## src/rtl/clk_pkg.sv

```systemverilog
// Shared definitions for the digital clock counters: hour limits, the hour type
// and a binary-to-BCD helper used by the hour/minute/second stages.
package clk_pkg;

  localparam int HR_MAX  = 23;
  localparam int HR_NOON = 12;

  typedef logic [4:0] hr_t;

  // Two-digit BCD for values 0..99; tens in [7:4], ones in [3:0].
  function automatic logic [7:0] bin2bcd8(input logic [6:0] bin);
    logic [7:0] wide;
    wide = {1'b0, bin};
    return {4'(wide / 8'd10), 4'(wide % 8'd10)};
  endfunction

endpackage

```

## src/rtl/hr_disp_encode.sv

```systemverilog
// Combinational display encoder: maps a 0..23 hour to 24-h or 12-h form,
// binary or BCD, zero-extended to OUT_W, plus the pm flag.
module hr_disp_encode
  import clk_pkg::*;
#(
  parameter int BCD_OUT = 0,
  parameter int OUT_W   = 8
) (
  input  logic             mode_12h,
  input  hr_t              hr,
  output logic [OUT_W-1:0] hr_out,
  output logic             pm
);

  hr_t disp;

  always_comb begin
    disp = hr;
    if (mode_12h) begin
      if (hr == 5'd0) begin
        disp = 5'(HR_NOON);
      end else if (hr > 5'(HR_NOON)) begin
        disp = hr - 5'(HR_NOON);
      end
    end
  end

  always_comb begin
    pm = (hr >= 5'(HR_NOON));
    if (BCD_OUT != 0) begin
      hr_out = OUT_W'(bin2bcd8({2'b00, disp}));
    end else begin
      hr_out = OUT_W'(disp);
    end
  end

endmodule

```

## src/rtl/clk_count_hr_gen.sv

```systemverilog
// Hour counter 0..23 with up/down count, direct load, synchronous clear,
// registered 12/24-h display encoding and day carry/borrow pulses.
module clk_count_hr_gen
  import clk_pkg::*;
#(
  parameter int BCD_OUT = 0,
  parameter int OUT_W   = 8
) (
  input  logic             CLK,
  input  logic             rst,
  input  logic             rst_counters,
  input  logic             mode_12h,
  input  logic             count_up_hr,
  input  logic             count_dn_hr,
  input  logic             load_en,
  input  logic [4:0]       load_val,
  output logic [OUT_W-1:0] hr_out,
  output logic             pm,
  output logic             day_carry,
  output logic             day_borrow,
  output logic             load_err
);

  generate
    if ((BCD_OUT == 0 && OUT_W < 5) || (BCD_OUT != 0 && OUT_W < 8)) begin : g_bad_width
      $error("clk_count_hr_gen: OUT_W too small for the selected encoding");
    end
  endgenerate

  hr_t              hr_q;
  hr_t              hr_next;
  logic             carry_next;
  logic             borrow_next;
  logic             err_next;
  logic [OUT_W-1:0] hr_out_next;
  logic             pm_next;

  // Priority: clear, load, conflicting counts, up, down, hold.
  always_comb begin
    hr_next     = hr_q;
    carry_next  = 1'b0;
    borrow_next = 1'b0;
    err_next    = 1'b0;
    if (rst_counters) begin
      hr_next = 5'd0;
    end else if (load_en) begin
      if (load_val > 5'(HR_MAX)) begin
        err_next = 1'b1;
      end else begin
        hr_next = load_val;
      end
    end else if (count_up_hr && count_dn_hr) begin
      hr_next = hr_q;
    end else if (count_up_hr) begin
      if (hr_q == 5'(HR_MAX)) begin
        hr_next    = 5'd0;
        carry_next = 1'b1;
      end else begin
        hr_next = hr_q + 5'd1;
      end
    end else if (count_dn_hr) begin
      if (hr_q == 5'd0) begin
        hr_next     = 5'(HR_MAX);
        borrow_next = 1'b1;
      end else begin
        hr_next = hr_q - 5'd1;
      end
    end
  end

  // Encoding the next state keeps hr_out aligned with hr_q on the same edge.
  hr_disp_encode #(
    .BCD_OUT (BCD_OUT),
    .OUT_W   (OUT_W)
  ) u_hr_disp_encode (
    .mode_12h (mode_12h),
    .hr       (hr_next),
    .hr_out   (hr_out_next),
    .pm       (pm_next)
  );

  always_ff @(posedge CLK or posedge rst) begin
    if (rst) begin
      hr_q       <= 5'd0;
      hr_out     <= '0;
      pm         <= 1'b0;
      day_carry  <= 1'b0;
      day_borrow <= 1'b0;
      load_err   <= 1'b0;
    end else begin
      hr_q       <= hr_next;
      hr_out     <= hr_out_next;
      pm         <= pm_next;
      day_carry  <= carry_next;
      day_borrow <= borrow_next;
      load_err   <= err_next;
    end
  end

endmodule

```

## config.mk

```make
export PLATFORM = sky130hd
export DESIGN_NAME = clk_count_hr_gen
export DESIGN_NICKNAME = d
export VERILOG_FILES = /design/src/rtl/clk_pkg.sv /design/src/rtl/hr_disp_encode.sv /design/src/rtl/clk_count_hr_gen.sv
export SDC_FILE = /design/constraint.sdc
export NUM_CORES = 1
export LEC_CHECK = 0
export BUFFER_PORTS_ARGS = -buffer_cell sky130_fd_sc_hd__buf_2
export CAP_MARGIN = 10
export CORE_MARGIN = 2
export CORE_UTILIZATION = 53
export DETAILED_ROUTE_END_ITERATION = 8
export GPL_TIMING_DRIVEN = 0
export PLACE_DENSITY_LB_ADDON = 0.2
export SLEW_MARGIN = 30
export SYNTH_ARGS = -nofsm -noshare
export SYNTH_HDL_FRONTEND = slang
export SYNTH_SLANG_ARGS = --single-unit
```

## constraint.sdc

```tcl
create_clock -name CLK -period 3.1 [get_ports CLK]
set_input_delay 0.31 -clock CLK [delete_from_list [all_inputs] [get_ports CLK]]
set_output_delay 0.31 -clock CLK [all_outputs]
set_load 0.05 [all_outputs]
```

Word level (Yosys, flattened, before mapping)

Index checks and enable logic that the tools add are counted.

Register bits after elaboration: 14
Bits in latches: 0
RAM bits: 0
ROM bits: 0
Input port bits: 12
Output and inout bits: 12
Memories kept: 0

Add/subtract/negate cells: 3
Multiply operators: 0
Divide/modulo/power cells: 0
Magnitude comparators: 3
Equality and inequality tests: 1
Shift operators: 0
Muxes and demuxes: 25
Bitwise operators: 0
Reductions and logical operators: 3

Operators by type and width:

| kind                | count |
|---|---|
| $mux 5              | 11 |
| $mux 1              | 14 |
| $logic_not 5->1     | 2 |
| $add 5x1->5 const B | 1 |
| $eq 5x5->1 const B  | 1 |
| $ge 5x4->1 const B  | 1 |
| $gt 5x4->1 const B  | 1 |
| $gt 5x5->1 const B  | 1 |
| $sub 5x1->5 const B | 1 |
| $sub 5x4->5 const B | 1 |
| $logic_and 1x1->1   | 1 |

Depth between registers and ports, before layout

Gate-level depths: netlist of the first run.

Depth after elaboration: 11
Gate-level depth with buffers: 11

Cells and area by module

A second synthesis of the first run with hierarchy kept.

Cell total of the unflattened synthesis: 107
Area total of the unflattened synthesis: 1,023.5 um2

By module, submodules not included:

| module           | instances | cells each | area an instance (um2) |
|---|---|---|---|
| clk_count_hr_gen | 1         | 81         | 855.8 |
| hr_disp_encode   | 1         | 26         | 167.7 |

Worst setup path before layout of the first run

OpenSTA, ideal clock, no wires.

Path kind: reg2reg
From: reg hr_q[0]
To: reg hr_out[3]
Library setup time: 0.087 ns
Data arrival time: 2.354 ns
Data required time: 3.013 ns
Setup slack: 0.659 ns
Stages on the path, launching flop included: 12
Buffers on the path: 0
Period minus slack after synthesis: 2.441 ns
Path through: dfrtp_1 > inv_1 > ha_1 > nand3b_4 > a2111oi_0 > and4b_1 > inv_1 > ha_1 > inv_1 > nor4_4 > nor4_2 > a211oi_2

Word-level cells in the longest chain between the ends: 11
Elaborated cells on any way between the ends: 18
Those cells by class: add/sub: 3; order compare: 1; eq/ne: 1; mux: 11; reduce/logical: 2

RTL lines:

| item                                           | line                                           | source |
|---|---|---|
| start: declaration                             | clk_count_hr_gen.sv:30                         | `hr_t hr_q;` |
| start signal: assignment                       | clk_count_hr_gen.sv:91                         | `hr_q <= hr_next;` |
| $sub 5x1->5 or $logic_not 5->1 (tied branches) | clk_count_hr_gen.sv:66, clk_count_hr_gen.sv:62 |  |
| $mux 5                                         | clk_count_hr_gen.sv:62                         | `if (hr_q == 5'd0) begin` |
| $mux 5                                         | clk_count_hr_gen.sv:61                         | `end else if (count_dn_hr) begin` |
| $mux 5 *                                       | clk_count_hr_gen.sv:54                         | `end else if (count_up_hr) begin` |
| $mux 5 *                                       | clk_count_hr_gen.sv:52                         | `end else if (count_up_hr && count_dn_hr) begin` |
| $mux 5 *                                       | clk_count_hr_gen.sv:46                         | `end else if (load_en) begin` |
| $mux 5 *                                       | clk_count_hr_gen.sv:44                         | `if (rst_counters) begin` |
| net hr_next[2]                                 | clk_count_hr_gen.sv:31                         | `hr_t hr_next;` |
| $sub 5x4->5 or $gt 5x4->1 (tied branches)      | hr_disp_encode.sv:23, hr_disp_encode.sv:22     |  |
| $mux 5                                         | hr_disp_encode.sv:22                           | `end else if (hr > 5'(HR_NOON)) begin` |
| $mux 5 *                                       | hr_disp_encode.sv:20                           | `if (hr == 5'd0) begin` |
| $mux 5 *                                       | hr_disp_encode.sv:19                           | `if (mode_12h) begin` |
| net hr_out_next[3]                             | clk_count_hr_gen.sv:35                         | `logic [OUT_W-1:0] hr_out_next;` |
| end signal: assignment                         | clk_count_hr_gen.sv:92                         | `hr_out <= hr_out_next;` |
| end: declaration                               | clk_count_hr_gen.sv:17                         | `output logic [OUT_W-1:0] hr_out,` |

The timed path passes the listed nets; every way through them passes the cells marked *.

Worst setup path in the final report of the first run

Ends and elaborated chain as after synthesis.

==> impl_metrics.csv, run 1 <==
group,metric,value,unit
grt,grt_pass1_vias,940,
cts,holdBufCountCts,0,
floorplan,dieArea,2510,µm²
cts,root_buffer,"clkbuf_4",
synth,yosys_warnings,0,
place,gp_congestion,0.833,
cells_and_area,drive_gt1_frac,0.294,
floorplan,row_count,16,
grt,grt-ovfl-total,0,
cts,cts_sinks,14,
timing,finalClockSkew,0.00302,ns
worst_setup_path,slowest_delay,0.46,ns
worst_setup_path,cpMaxStageDelayCell,"dfrtp_1",
worst_setup_path,crit_path_frequent_cell,"inv_1",
grt,grt_max_degree,15,
cts,clock_path_buffers,2,
worst_setup_path,cp.required,3.28,ns
cts,clk_pin_slew_worst_paths,0.07,ns
worst_setup_path,path_cells,"inv_1 > ha_1 > nand3b_4 > a2111oi_0 > and4b_1 > inv_1 > ha_1 > inv_1 > nor4_4 > nor4_2 > a211oi_2",
cells_and_area,nets,161,
synth,yosysSeqAreaShare,0.311,
cts,post_cts_buffers,0,
floorplan,fp.dieH,50.1,µm
timing,finalHoldViolCount,0,
floorplan,die_width,50.1,µm
grt,grt_use_total,0.218,
timing,setup_viol,0,
cts,cts_tree,"built",
cells_and_area,diodes,0,
synth,async_flop_share,1.00,
pwr,power.total,0.489,mW
floorplan,ios,24,
synth,synth_top_area_cell,"dfrtp_1",
synth,syn_inst,118,
synth,synth.distinct_cells,52,
timing,period_share,0.922,
synth,ys_seq_elements,14,
timing,slew_violations,0,
worst_setup_path,reg2reg_slack,0.24,ns
cts,cts.htree.levels,1,
timing,setup_tns,0,ns
worst_setup_path,startpoint_type,"flop",
detailed_routing,drtAntennaViolNets,0,
worst_setup_path,cp_top_family,"simple AND/OR/NAND/NOR gates",
synth,synthTopCellsByArea,"dfrtp_1, inv_1, ha_1",
grt,antenna_found_initial,0,
job,maxCapViolations,0,
detailed_routing,wl,2430,µm
detailed_routing,drt_first_pass_iters,4,
cells_and_area,syn2layout_area_growth,14.7,%
synth,synth_edf_count,0,
worst_setup_path,timing.critical_path.buf_inv,3,
detailed_routing,viasPerCell,5.97,
run_status,status,"complete, no violations",
worst_hold_path,min_path_type,"primary input to asynchronous set/reset pin",
detailed_routing,via_count,1015,
pwr,p_per_area,378,nW/µm²
cts,cts_resized,0,
pwr,ir_worst_vdd,0.195,mV
pwr,leakage,0.623,nW
timing,fmax,0.350,GHz
grt,grt_pass1_wl,4180,µm
worst_setup_path,critical_path_arrival,3.04,ns
cts,numCtsBuffers,3,
floorplan,start_util,0.569,
detailed_routing,dr.first_iter.drc_count,12,
place,place.detailed.hpwl,1940,µm
synth,ys.flop_type,"dfrtp_1",
cts,worst_skew_pair.late_latency,0.27,ns
timing,fin_crit,2.86,ns
floorplan,coreArea,1980,µm²
worst_setup_path,cp_max_fo,6,
place,numPortBuffers,20,
timing,rsz0062_at_grt,"false",
detailed_routing,routedWlPerCell,14.3,µm
detailed_routing,drc,0,
synth,avgSynthCellArea,9.55,µm²
place,placed_cells,167,
worst_setup_path,path_class,"flop to flop",
cells_and_area,stdcell_count,170,
worst_setup_path,cp-end-kind,"flop",
synth,syn_area,1130,µm²
synth,synth_top_area_share,0.311,
-- synthesized netlist by cell type, types with 2 or more instances --
master / n
dfrtp_1: 14
inv_1: 14
nand4_1: 7
buf_4: 5
nand2b_1: 5
and3_1: 4
ha_1: 4
a211oi_1: 3
a21oi_1: 3
a31oi_1: 3
buf_6: 3
nor2_1: 3
nor2b_1: 3
o21ai_0: 3
a2111o_1: 2
and4_1: 2
nand2_1: 2
nand3_1: 2
nand4b_1: 2
o211ai_1: 2
-- placed cells by master (no fill, tap or decap), types with 3 or more instances in the layout --
master     n
dfrtp_1   13
nand2b_1   5
and3_1     4
ha_1       4
conb_1     3
clkbuf_4   3
a21oi_1    3
buf_2     20
o21ai_0    3
inv_1     14
nor2b_1    3
nor2_1     3
a211oi_1   3
buf_6      3
a31oi_1    3
buf_4      5
nand4_1    7
-- report_power, final --
group | leakage, nW | switching [mW] | internal [mW]
Clock | 0.0138 | 0.0483 | 0.0449
Combinational | 0.425 | 0.123 | 0.0649
Sequential | 0.185 | 0.0111 | 0.197
-- metal layers --
layer | routed length (µm) | track usage | vias up
li1 | - | - | 490
met2 | 1210 | 0.366 | 32
met1 | 1070 | 0.282 | 486
met3 | 106 | 0.0273 | 7
met4 | 53 | 0.0833 | 0
met5 | 0 | 0 | -
-- per-stage QoR --
stage / util / setup slack (ns) / area (µm²) / hold WS [ns]
2_1_floorplan: - / 0.659 / 1130 / 0.199
3_3_place_gp: 0.640 / 0.330 / 1270 / 0.340
3_5_place_dp: 0.640 / 0.291 / 1270 / 0.354
4_1_cts: 0.652 / 0.264 / 1290 / 0.0616
5_1_grt: 0.652 / 0.00519 / 1290 / 0.0900
6_report: 0.652 / 0.242 / 1290 / 0.0495
-- worst paths after layout --
kind	depth (start not counted)	to	from
worst max-delay path	11	hr_out[3]$_DFF_PP0_	hr_q[0]$_DFF_PP0_
worst max register to register	11	hr_out[3]$_DFF_PP0_	hr_q[0]$_DFF_PP0_
min in group CLK	3	hr_out[4]$_DFF_PP0_	mode_12h
max in group asynchronous	2	hr_q[1]$_DFF_PP0_	rst
worst min-delay path	2	hr_q[0]$_DFF_PP0_	rst
worst min register to register	1	day_borrow$_DFF_PP0_	hr_q[4]$_DFF_PP0_
-- sequential cells by signal (all words and copies together), names as in the netlist --
signal / cells
day_carry: 1
hr_out: 5
hr_q: 5
pm: 1
load_err: 1
day_borrow: 1
-- cell type report --
type / count / area (µm²)
clock buffer: 3 / 22.5
sequential: 14 / 352
inverter: 15 / 56.3
tap: 27 / 33.8
fill: 170 / 689
buffer: 9 / 75.1
multi-input combinational: 82 / 653
timing repair buffer: 20 / 100
-- logic make-up after synthesis --
family	synth area share
simple gates	0.286
compound gates	0.222
buf+inv	0.117
flops	0.311
fa+ha+maj	0.0444
other cells	0.00333
xor+xnor	0.00777
mux	0.00888
(Power assumes the default switching activity.)
==> run 2, diff against run 1 <==
--- a/config.mk
+++ b/config.mk
@@ -8,7 +8,8 @@
 export BUFFER_PORTS_ARGS = -buffer_cell sky130_fd_sc_hd__buf_2
 export CAP_MARGIN = 10
 export CORE_MARGIN = 2
-export CORE_UTILIZATION = 53
+export CORE_UTILIZATION = 56
+export CTS_BUF_LIST = sky130_fd_sc_hd__clkbuf_8
 export DETAILED_ROUTE_END_ITERATION = 8
 export GPL_TIMING_DRIVEN = 0
 export PLACE_DENSITY_LB_ADDON = 0.2
==> impl_metrics.csv, run 2 (synthesis results as in run 1) <==
group,metric,value,unit
timing,fmax,0.347,GHz
floorplan,row_count,16,
worst_setup_path,cp.required,3.26,ns
cells_and_area,drive_gt1_frac,0.292,
cells_and_area,stdcell_count,171,
grt,grt_max_degree,15,
grt,grt_pass1_wl,4060,µm
job,maxCapViolations,0,
place,dp_slack,0.250,ns
timing,period_share,0.929,
detailed_routing,drt_first_pass_iters,4,
cells_and_area,nets,161,
pwr,intPower,0.375,mW
timing,finalHoldViolCount,0,
pwr,combPwrFrac,0.331,
floorplan,ios,24,
worst_setup_path,startpoint_type,"flop",
place,placed_cells,167,
place,place.detailed.hpwl,1890,µm
floorplan,die_width,48.9,µm
cells_and_area,syn2layout_area_growth,17.5,%
timing,slew_violations,0,
pwr,switchingPower,0.195,mW
worst_hold_path,min_path_type,"primary input to asynchronous set/reset pin",
worst_setup_path,reg2regPathDepth,11,
detailed_routing,via_count,1027,
pwr,ir_worst_vdd,0.375,mV
worst_setup_path,cp_max_fo,9,
floorplan,start_util,0.587,
cts,post_cts_buffers,0,
cts,clk_pin_slew_worst_paths,0.06,ns
cells_and_area,multi_input_area,654,µm²
pwr,power_frac_seq,0.364,
grt,grt_use_total,0.220,
cells_and_area,post-route-util,0.689,
cells_and_area,layout_commonest_cell,"buf_2",
place,gp_congestion,0.888,
place,numPortBuffers,20,
detailed_routing,wl,2460,µm
worst_setup_path,cp-startpoint,"hr_q[1]$_DFF_PP0_",
detailed_routing,routedWlPerCell,14.4,µm
timing,rsz0062_at_grt,"false",
pwr,clkPwrFrac,0.305,
detailed_routing,dr.first_iter.drc_count,17,
timing,setup_tns,0,ns
run_status,status,"complete, no violations",
detailed_routing,drc,0,
detailed_routing,drtAntennaViolNets,0,
floorplan,coreArea,1920,µm²
detailed_routing,viasPerCell,6.01,
pwr,switching_share,0.342,
cells_and_area,most-common-layout-cells,"buf_2, inv_1, dfrtp_1, nand4_1",
pwr,p_per_area,430,nW/µm²
grt,grt_pass1_vias,938,
cells_and_area,nFillCells,170,
floorplan,dieArea,2390,µm²
cts,clock_path_buffers,2,
floorplan,fp.dieH,48.9,µm
worst_setup_path,critical_path_arrival,3.04,ns
grt,antenna_found_initial,0,
cts,cts.htree.levels,1,
cells_and_area,diodes,0,
timing,setup_ws,0.221,ns
worst_setup_path,path_class,"flop to flop",
pwr,leakage,0.640,nW
timing,fin_crit,2.88,ns
cts,worst_skew_pair.late_latency,0.24,ns
cts,holdBufCountCts,0,
timing,setup_viol,0,
worst_setup_path,cp-end-kind,"flop",
cts,root_buffer,"clkbuf_8",
grt,grt-ovfl-total,0,
timing,finalClockSkew,0.00145,ns
pwr,power.total,0.570,mW
cells_and_area,regArea,350,µm²
cts,numCtsBuffers,3,
cts,cts_sinks,14,
cells_and_area,reg.largest.list,"hr_out (5), hr_q (5)",
cts,cts_tree,"built",
worst_setup_path,reg2reg_from,"hr_q[1]$_DFF_PP0_",
## run 2: changes by cell type in the layout (fill, tap and decap cells not counted)
cell       delta
dfrtp_2       -1
clkbuf_4      -3
a2111oi_1     +1
dfrtp_1       +1
a2111oi_0     -1
clkbuf_8      +4
## run 2: per-stage QoR
step / instance area (µm²) / hold slack (ns)
after floorplan: 1130 / 0.199
after global placement: 1270 / 0.346
after detailed placement: 1270 / 0.342
after CTS: 1320 / 0.0808
after global routing: 1330 / 0.116
final: 1330 / 0.0729
## run 2: worst max-delay path: stages (launching register included)
cell and delay (ns):
dfrtp_1 0.49, inv_1 0.10, ha_1 0.27, nand3b_4 0.10
a2111oi_1 0.39, and4b_1 0.30, inv_1 0.19, ha_1 0.21
inv_1 0.09, nor4_4 0.35, nor4_2 0.10, a211oi_2 0.20
## run 2: per-layer routing
layer | share of wire | vias to the layer above | GRT usage
li1 | - | 493 | -
met1 | 0.46 | 484 | 0.280
met2 | 0.48 | 44 | 0.379
met3 | 0.051 | 6 | 0.0399
met4 | 0.015 | 0 | 0.0714
met5 | 0 | - | 0
## run 2: worst paths after layout
| check | end | slack (ns) |
|---|---|---|
| max | hr_out[3]$_DFF_PP0_ | 0.22 |
| min | hr_q[2]$_DFF_PP0_ | 0.07 |
| max reg2reg | hr_out[3]$_DFF_PP0_ | 0.22 |
| min reg2reg | day_borrow$_DFF_PP0_ | 0.60 |
| max in group asynchronous | hr_q[0]$_DFF_PP0_ | 2.71 |
| min in group CLK | day_carry$_DFF_PP0_ | 0.39 |
## run 2: layout make-up
| cell class | count | area share |
|---|---|---|
| multi-input combinational | 82 | 0.494 |
| timing repair buffer | 20 | 0.0755 |
| buffer | 9 | 0.0567 |
| sequential | 14 | 0.264 |
| tap | 27 | 0.0255 |
| inverter | 15 | 0.0425 |
| clock buffer | 4 | 0.0415 |
## run 2: power groups by stage
stage | combinational, mW | clock [mW] | sequential [mW]
after floorplan | 0.110 | 0 | 0.243
after global placement | 0.182 | 0 | 0.210
after detailed placement | 0.185 | 0 | 0.210
after CTS | 0.186 | 0.177 | 0.208
after global routing | 0.203 | 0.192 | 0.209
final | 0.189 | 0.174 | 0.208
## run 2: timing repair
action,CTS,global route
endpoints found under the setup margin,0,1
endpoints found under the hold margin,0,0
gates resized for setup,0,1
